**config.mk**
```make
export PLATFORM = sky130hd
export DESIGN_NAME = fpu_issue_ctrl
export DESIGN_NICKNAME = d
export VERILOG_FILES = /design/src/rtl/fpu_issue_ctrl.sv
export SDC_FILE = /design/constraint.sdc
export NUM_CORES = 1
export LEC_CHECK = 0
export BUFFER_PORTS_ARGS = -buffer_cell sky130_fd_sc_hd__buf_2
export CORE_MARGIN = 5
export CORE_UTILIZATION = 45
export CTS_BUF_LIST = sky130_fd_sc_hd__clkbuf_16
export CTS_CLUSTER_DIAMETER = 200
export DETAILED_ROUTE_END_ITERATION = 10
export RECOVER_POWER = 25
export SLEW_MARGIN = 20
export SYNTH_ARGS = -nofsm -noshare
export SYNTH_HDL_FRONTEND = slang
export SYNTH_SLANG_ARGS = --single-unit
```
**constraint.sdc**
```tcl
create_clock -name CLK -period 7.2 [get_ports CLK]
set_input_delay 0.36 -clock CLK [delete_from_list [all_inputs] [get_ports CLK]]
set_output_delay 0.36 -clock CLK [all_outputs]
set_load 0.02 [all_outputs]
```
**src/rtl/fpu_issue_ctrl.sv**
```systemverilog
// fpu_issue_ctrl
//   Issue / retire controller wrapped around a fixed-latency pipelined FPU.
//   The FPU has no stall or valid signalling. This block does four things:
//   - It registers accepted requests onto the FPU operand and operation inputs.
//   - It follows each in-flight op with a {valid, tag} shift pipe.
//   - It captures fpu_result on the cycle that op's result is present.
//   - It queues results in a FIFO with a registered output stage.
//   Admission is credit based: every accepted op already owns a result slot,
//   so a back-pressuring consumer can never cause a result to be dropped.
//
// Optional build macro: FPU_ISSUE_FLAGS_EN
//   When defined, each captured result is classified as {nan, inf, zero,
//   denorm}. The class is stored alongside the result and driven on out_flags.
//   When undefined, the out_flags port and the flag storage do not exist.
//
// Ports
//   CLK, RST                           clock; synchronous active-high reset
//   in_valid / in_ready                request handshake
//   in_operand1/2, in_operation        request payload (operation: [1] mul/div, [0] sub/div)
//   in_tag                             caller tag, returned with the result
//   fpu_operand1/2, fpu_operation      registered drive into the FPU
//   fpu_result                         FPU result, LATENCY edges after its inputs change
//   out_valid / out_ready              result handshake
//   out_result, out_tag (out_flags)    registered head-of-queue result

module fpu_issue_ctrl #(
  parameter int LATENCY    = 6,
  parameter int FIFO_DEPTH = 8,
  parameter int TAG_W      = 4
) (
  input  logic             CLK,
  input  logic             RST,

  input  logic             in_valid,
  output logic             in_ready,
  input  logic [31:0]      in_operand1,
  input  logic [31:0]      in_operand2,
  input  logic [1:0]       in_operation,
  input  logic [TAG_W-1:0] in_tag,

  output logic [31:0]      fpu_operand1,
  output logic [31:0]      fpu_operand2,
  output logic [1:0]       fpu_operation,
  input  logic [31:0]      fpu_result,

  output logic             out_valid,
  input  logic             out_ready,
  output logic [31:0]      out_result,
  output logic [TAG_W-1:0] out_tag
`ifdef FPU_ISSUE_FLAGS_EN
  ,
  output logic [3:0]       out_flags
`endif
);

  localparam int PTR_W = $clog2(FIFO_DEPTH);
  localparam int CNT_W = PTR_W + 1;

  // ---------------------------------------------------------------------------
  // Handshakes and credit
  // ---------------------------------------------------------------------------
  logic             accept;
  logic             pop;
  logic [CNT_W-1:0] credit;

  // in_ready depends only on registered credit (and RST), never on in_valid.
  assign in_ready = !RST && (credit < CNT_W'(FIFO_DEPTH));
  assign accept   = in_valid && in_ready;
  assign pop      = out_valid && out_ready;

  // Credit covers ops in the FPU, ops in the FIFO memory and the one held in
  // the output register. It is therefore an upper bound on FIFO occupancy.
  always_ff @(posedge CLK) begin
    if (RST) begin
      credit <= '0;
    end else if (accept && !pop) begin
      credit <= credit + CNT_W'(1);
    end else if (!accept && pop) begin
      credit <= credit - CNT_W'(1);
    end
  end

  // ---------------------------------------------------------------------------
  // Issue registers
  // ---------------------------------------------------------------------------
  // Without an accept these hold their value. The FPU keeps recomputing the
  // same op, but those results are never captured because no valid tag
  // travels with them.
  always_ff @(posedge CLK) begin
    if (RST) begin
      fpu_operand1  <= '0;
      fpu_operand2  <= '0;
      fpu_operation <= '0;
    end else if (accept) begin
      fpu_operand1  <= in_operand1;
      fpu_operand2  <= in_operand2;
      fpu_operation <= in_operation;
    end
  end

  // ---------------------------------------------------------------------------
  // Tracking pipe
  // ---------------------------------------------------------------------------
  // Stage 0 loads alongside the issue registers. Stage LATENCY is therefore
  // valid exactly when fpu_result holds that op's result.
  logic [LATENCY:0] pipe_valid;
  logic [TAG_W-1:0] pipe_tag [0:LATENCY];

  always_ff @(posedge CLK) begin
    if (RST) begin
      pipe_valid <= '0;
      for (int i = 0; i <= LATENCY; i++) begin
        pipe_tag[i] <= '0;
      end
    end else begin
      pipe_valid <= {pipe_valid[LATENCY-1:0], accept};
      pipe_tag[0] <= in_tag;
      for (int i = 1; i <= LATENCY; i++) begin
        pipe_tag[i] <= pipe_tag[i-1];
      end
    end
  end

  // ---------------------------------------------------------------------------
  // Result classification
  // ---------------------------------------------------------------------------
`ifdef FPU_ISSUE_FLAGS_EN
  function automatic logic [3:0] classify(input logic [31:0] w);
    logic exp_ones;
    logic exp_zero;
    logic frac_zero;
    exp_ones  = (w[30:23] == 8'hFF);
    exp_zero  = (w[30:23] == 8'h00);
    frac_zero = (w[22:0] == 23'd0);
    return {exp_ones && !frac_zero,   // nan
            exp_ones &&  frac_zero,   // inf
            exp_zero &&  frac_zero,   // zero
            exp_zero && !frac_zero};  // denorm
  endfunction
`endif

  // ---------------------------------------------------------------------------
  // Result FIFO: circular memory plus a registered output stage
  // ---------------------------------------------------------------------------
  logic             wr_en;
  logic             load_out;
  logic [PTR_W-1:0] wr_ptr;
  logic [PTR_W-1:0] rd_ptr;
  logic [CNT_W-1:0] mem_count;
  logic [31:0]      mem_result [FIFO_DEPTH];
  logic [TAG_W-1:0] mem_tag    [FIFO_DEPTH];
`ifdef FPU_ISSUE_FLAGS_EN
  logic [3:0]       mem_flags  [FIFO_DEPTH];
`endif

  assign wr_en = pipe_valid[LATENCY];

  // The output register is refilled from the memory whenever it is empty or
  // is being popped this cycle. This gives one result per cycle while the
  // consumer keeps popping.
  assign load_out = (mem_count != '0) && (!out_valid || pop);

  always_ff @(posedge CLK) begin
    if (wr_en) begin
      mem_result[wr_ptr] <= fpu_result;
      mem_tag[wr_ptr]    <= pipe_tag[LATENCY];
`ifdef FPU_ISSUE_FLAGS_EN
      mem_flags[wr_ptr]  <= classify(fpu_result);
`endif
    end
  end

  always_ff @(posedge CLK) begin
    if (RST) begin
      wr_ptr    <= '0;
      rd_ptr    <= '0;
      mem_count <= '0;
    end else begin
      if (wr_en) begin
        wr_ptr <= wr_ptr + PTR_W'(1);
      end
      if (load_out) begin
        rd_ptr <= rd_ptr + PTR_W'(1);
      end
      case ({wr_en, load_out})
        2'b10:   mem_count <= mem_count + CNT_W'(1);
        2'b01:   mem_count <= mem_count - CNT_W'(1);
        default: mem_count <= mem_count;
      endcase
    end
  end

  always_ff @(posedge CLK) begin
    if (RST) begin
      out_valid  <= 1'b0;
      out_result <= '0;
      out_tag    <= '0;
`ifdef FPU_ISSUE_FLAGS_EN
      out_flags  <= '0;
`endif
    end else if (load_out) begin
      out_valid  <= 1'b1;
      out_result <= mem_result[rd_ptr];
      out_tag    <= mem_tag[rd_ptr];
`ifdef FPU_ISSUE_FLAGS_EN
      out_flags  <= mem_flags[rd_ptr];
`endif
    end else if (pop) begin
      out_valid <= 1'b0;
    end
  end

endmodule
```
# After elaboration in Yosys (flattened, before gate mapping)
# Memory sizes are Yosys's and may differ from the RTL's. A register that Yosys moved wholly into a read port is not among the register bits.
# Cells that the tools add are included.
[classes]
n_addsub = 6
shift = 0
reduce_logical = 15
eq_ne = 2
mux = 17
n_bitwise = 7
div_mod_pow = 0
n_mul = 0
order_cmp = 1
[ops]
columns = ["operator", "n"]
rows = [
  ["$mux W4", 9],
  ["$add A4 B1 Y4 const B", 2],
  ["$pmux W4 S2", 1],
  ["$sub A4 B1 Y4 const B", 2],
  ["$mux W1", 7],
  ["$or A1 B1 Y1", 7],
  ["$add A3 B1 Y3 const B", 2],
  ["$logic_and A1 B1 Y1", 6],
  ["$reduce_bool A2 Y1", 3],
  ["$logic_not A1 Y1", 4],
  ["$lt A4 B4 Y1 const B", 1],
  ["$reduce_bool A4 Y1", 1],
  ["$eq A2 B1 Y1 const B", 1],
  ["$eq A2 B2 Y1 const B", 1],
  ["$logic_or A1 B1 Y1", 1],
]
[word_totals]
ram_bits = 316
latchBits = 0
rom_bits = 0
wordCells = 60
mem_count = 3
reg_bits = 88
[memory_table]
columns = ["name", "words", "word_bits", "read_ports", "rd_clocked_by_memory_dff", "wr", "line", "source"]
rows = [
  ["mem_result", 8, 32, 1, 1, 1, "150", "logic [31:0] mem_result [FIFO_DEPTH];"],
  ["mem_tag", 8, 4, 1, 1, 1, "151", "logic [TAG_W-1:0] mem_tag [FIFO_DEPTH];"],
  ["pipe_tag", 7, 4, 7, 0, 7, "107", "logic [TAG_W-1:0] pipe_tag [0:LATENCY];"],
]

# Longest topological paths before layout
[depth]
depth_word = 7
mapped_depth = 13

# Least setup slack after synthesis
# Ideal clock, no wire load.
[synth_path]
path_kind = "reg2reg"
start = "register pipe_valid[6]"
end = "memory mem_result[0][0] (enable)"
period_less_slack_ns = 3.488
arrival_ns = 3.014
slack_ns = 3.712
setup_ns = 0.474
path_buffers = 0
path_stages_with_launch = 3
path_cell_list = "dfxtp_1 -> nand2b_1 -> nor3_1"
[synth_between]
elab_chain_len = 2
[synth_rtl]
columns = ["item", "line", "source"]
rows = [
  ["start: declaration", "106", "logic [LATENCY:0] pipe_valid;"],
  ["start signal: assignment", "116", "pipe_valid <= {pipe_valid[LATENCY-1:0], accept};"],
  ["$mux W1", "164", "if (wr_en) begin"],
  ["$mux W1 (implied by the code)", "165", "mem_result[wr_ptr] <= fpu_result;"],
  ["end: declaration", "150", ""],
]
# No other way between the ends.

# Worst setup path in the final report
[layout_path]
start = "register mem_count[0]"
end = "register mem_count[2]"
[layout_between]
elab_chain_len = 4
word_cells_on_any_way = 8
classes_between = "2 x add/sub; 2 x eq/ne; 1 x mux; 3 x reduce/logical"
[layout_rtl]
columns = ["item", "line", "source"]
rows = [
  ["start: declaration", "149", "logic [CNT_W-1:0] mem_count;"],
  ["start signal: assignment", "186", "2'b10: mem_count <= mem_count + CNT_W'(1);"],
  ["start signal: assignment", "187", "2'b01: mem_count <= mem_count - CNT_W'(1);"],
  ["start signal: assignment", "188", "default: mem_count <= mem_count;"],
  ["branches (longest 4 deep; another with $sub A4 B1 Y4)", "-", ""],
]
# Several ways; the timed one is not identified.
# A chain may end at the register's enable or synchronous reset.

==> reports/metrics.yaml <==
status: "complete, no violations"
yosysMostFrequentCell: "edfxtp_1"
postCtsSetupBuffers: 0
grt_usage_pct: 17.4
nFillCells: 2908
synth_top_area_share_pct: 53.9
power.density_mw_per_mm2: 350
final_hold_viol_count: 0
ir_drop_v: 0.000534
synth_edf_count: 288
syn2layout_area_growth_pct: 20.1
ctsResizeCount: 0
worstSetupPathType: "reg2reg"
yosys.area.top_type: "edfxtp_1"
fp.dieH_um: 199
nets: 1361
cts.htree.levels: 2
wl_per_cell_um: 19.8
clkLatencyLatePin_ps: 540
synth_flop_cell: "edfxtp_1"
gp_congestion: 0.794
max_freq_mhz: 338
worstPathRequired_ps: 7650
relSlewSlack_pct: 35.1
postSynthCellCount: 998
ys_types: 37
endpoint: "mem_count[2]"
worstPathArrival_ps: 3410
cts.path.max_buffers: 3
row_count: 69
maxCapViolCount: 0
drt_wl_total_um: 34400
netlist_top_cells_count: "edfxtp_1 (288), dfxtp_1 (152), mux4_2 (72)"
critPathMaxFanout: 40
grt_setup_unrepaired: "no"
rrSetupSlack_ps: 4240
start_util_pct: 45.3
ys_seq_elements: 440
cts_tree: "done"
fin_crit_sh_pct: 41.1
drtIter0Drc: 443
rr_endpoint: "mem_count[2]"
synth-async-reset-ratio_pct: 0
slew_viol_final: 0
cp-end-kind: "register"
io_pins: 210
worst_slack_ps: 4240
diodes: 0
clock_sinks: 440
totalPowerFinal_mw: 6.74
root_buffer: "clkbuf_16"
fin_tns_setup_ps: 0
ys_seq_area_share_pct: 72.9
place_ws_ps: 3890
die_w_um: 199
reg2reg_depth: 9
fin_util_pct: 54.4
numPortBuffers: 209
viasPerCell: 5.14
synth_area_per_cell_um2: 16.1
dpl.hpwl_um: 18800
hold_class: "in2reg"
fin_crit_ps: 2960
critPathLaunch: "mem_count[0]"
yosys-top-cells-area: "edfxtp_1 (54%), dfxtp_1 (19%), mux4_2 (10%)"
yosysWarnings: 0
route.detailed.drc: 0
cts.clk_slew.worst_paths_ps: 60
setup_viol_count_final: 0
layout-drive-gt1-share_pct: 28.2
power_leakage_nw: 6.86
cts_buffers: 45
grt_pass1_wl_um: 53300
worst_pin_slew_ps: 974
antenna_found_initial: 2
grt_max_degree: 134
die_area_mm2: 0.0395
grt_pass1_vias: 9283
cp-start-kind: "register"
reg2reg_from: "mem_count[0]"
dr.pass1.iters: 5
overflow: 0
vias: 8953
syn_nets: 1113
coreArea_mm2: 0.0354
fin_skew_ps: 19.0
ant_nets: 0
netlist_area_mm2: 0.0160
==> cells by family (layout without fill, tap and decap cells) <==
| group | Yosys count | after routing | share of synthesized area, % |
|---|---|---|---|
| compound gates | 113 | 113 | 3.85 |
| xor+xnor | 9 | 9 | 0.491 |
| fa+ha+maj | 9 | 9 | 0.749 |
| buf+inv | 65 | 349 | 2.06 |
| flops | 440 | 440 | 72.9 |
| mux | 77 | 77 | 10.4 |
| simple gates | 285 | 285 | 9.55 |
==> area by class of cell <==
class	count	area (um^2)	area share, %
clock inverters	37	215	1.12
multi-input cells	493	4080	21.2
flip-flops and latches	440	11700	60.7
clock buffers	46	1150	5.97
well taps	461	577	2.99
repair buffers	262	1530	7.94
inverters	4	15.0	0.0779
==> how the worst min path moves through the flow <==
stage                              start               to  slack (ps)  depth (start not counted)
after floorplan           pipe_tag[0][0]   pipe_tag[1][0]         410                          1
after global placement     pipe_valid[3]    pipe_valid[4]         420                          1
after detailed placement   pipe_valid[0]    pipe_valid[1]         420                          1
after CTS                 in_operand1[1]  fpu_operand1[1]         0.6                          3
after global routing      in_operand2[0]  fpu_operand2[0]          20                          3
final                     in_operand2[1]  fpu_operand2[1]          20                          3
==> per-stage QoR <==
| step | cells | cell area [um^2] | hold slack [ps] |
|---|---|---|---|
| 2_1_floorplan | 998 | 16000 | 414 |
| 3_3_place_gp | 1619 | 17500 | 418 |
| 3_5_place_dp | 1619 | 17500 | 425 |
| 4_1_cts | 1742 | 19300 | 0.557 |
| 5_1_grt | 1743 | 19300 | 21.8 |
| 6_report | 1743 | 19300 | 24.7 |
==> layout by cell type, fill, tap and decap left out, types with 7 or more instances in the layout <==
cell	instances
buf_4	13
clkbuf_1	29
clkbuf_16	46
nand2_1	71
nor3_1	26
dfxtp_1	150
mux4_2	72
o22ai_1	36
nand2b_1	70
nor2b_1	36
nor2_1	41
o21ai_0	69
inv_1	20
ha_1	8
nor2_2	8
buf_2	179
dlygate4sd3_1	40
clkinv_2	7
nor2_4	8
nor3_2	12
edfxtp_1	288
==> sequential cells by signal, indices dropped and copies added, names as in the netlist <==
signal,cells
out_result,32
out_tag,4
pipe_valid,7
fpu_operand1,32
mem_tag,32
mem_result,256
fpu_operand2,32
fpu_operation,2
out_valid,1
pipe_tag,28
credit,4
mem_count,4
wr_ptr,3
rd_ptr,3
==> timing repair <==
| item | in CTS | in global routing |
|---|---|---|
| endpoints found under the setup margin | 0 | 0 |
| hold buffers | 40 | 0 |
| hold endpoints to repair | 40 | 0 |
==> routing by layer <==
layer / track usage, % / routed length, um / vias to the layer above
met5: 0 / 27 / -
met4: 5.50 / 924 / 4
met3: 3.66 / 1830 / 71
met2: 28.9 / 17200 / 211
met1: 23.2 / 14500 / 4457
li1: - / - / 4210
==> critical path: stages, from the launching register on <==
cell     delay, ps
dfxtp_1        350
or4_1          680
and2_4         440
ha_1           370
xor2_1         170
ha_1           180
a21oi_1        140
xor2_1          90
or3_1          300
a21oi_1        140
==> power by group <==
group	total [mW]	switching (mW)	internal (mW)
clock	2.14	0.915	1.23
sequential	3.05	0.166	2.89
combinational	1.54	0.907	0.634
total	6.74	1.99	4.75
No activity file was read; power rests on OpenSTA's default activity.
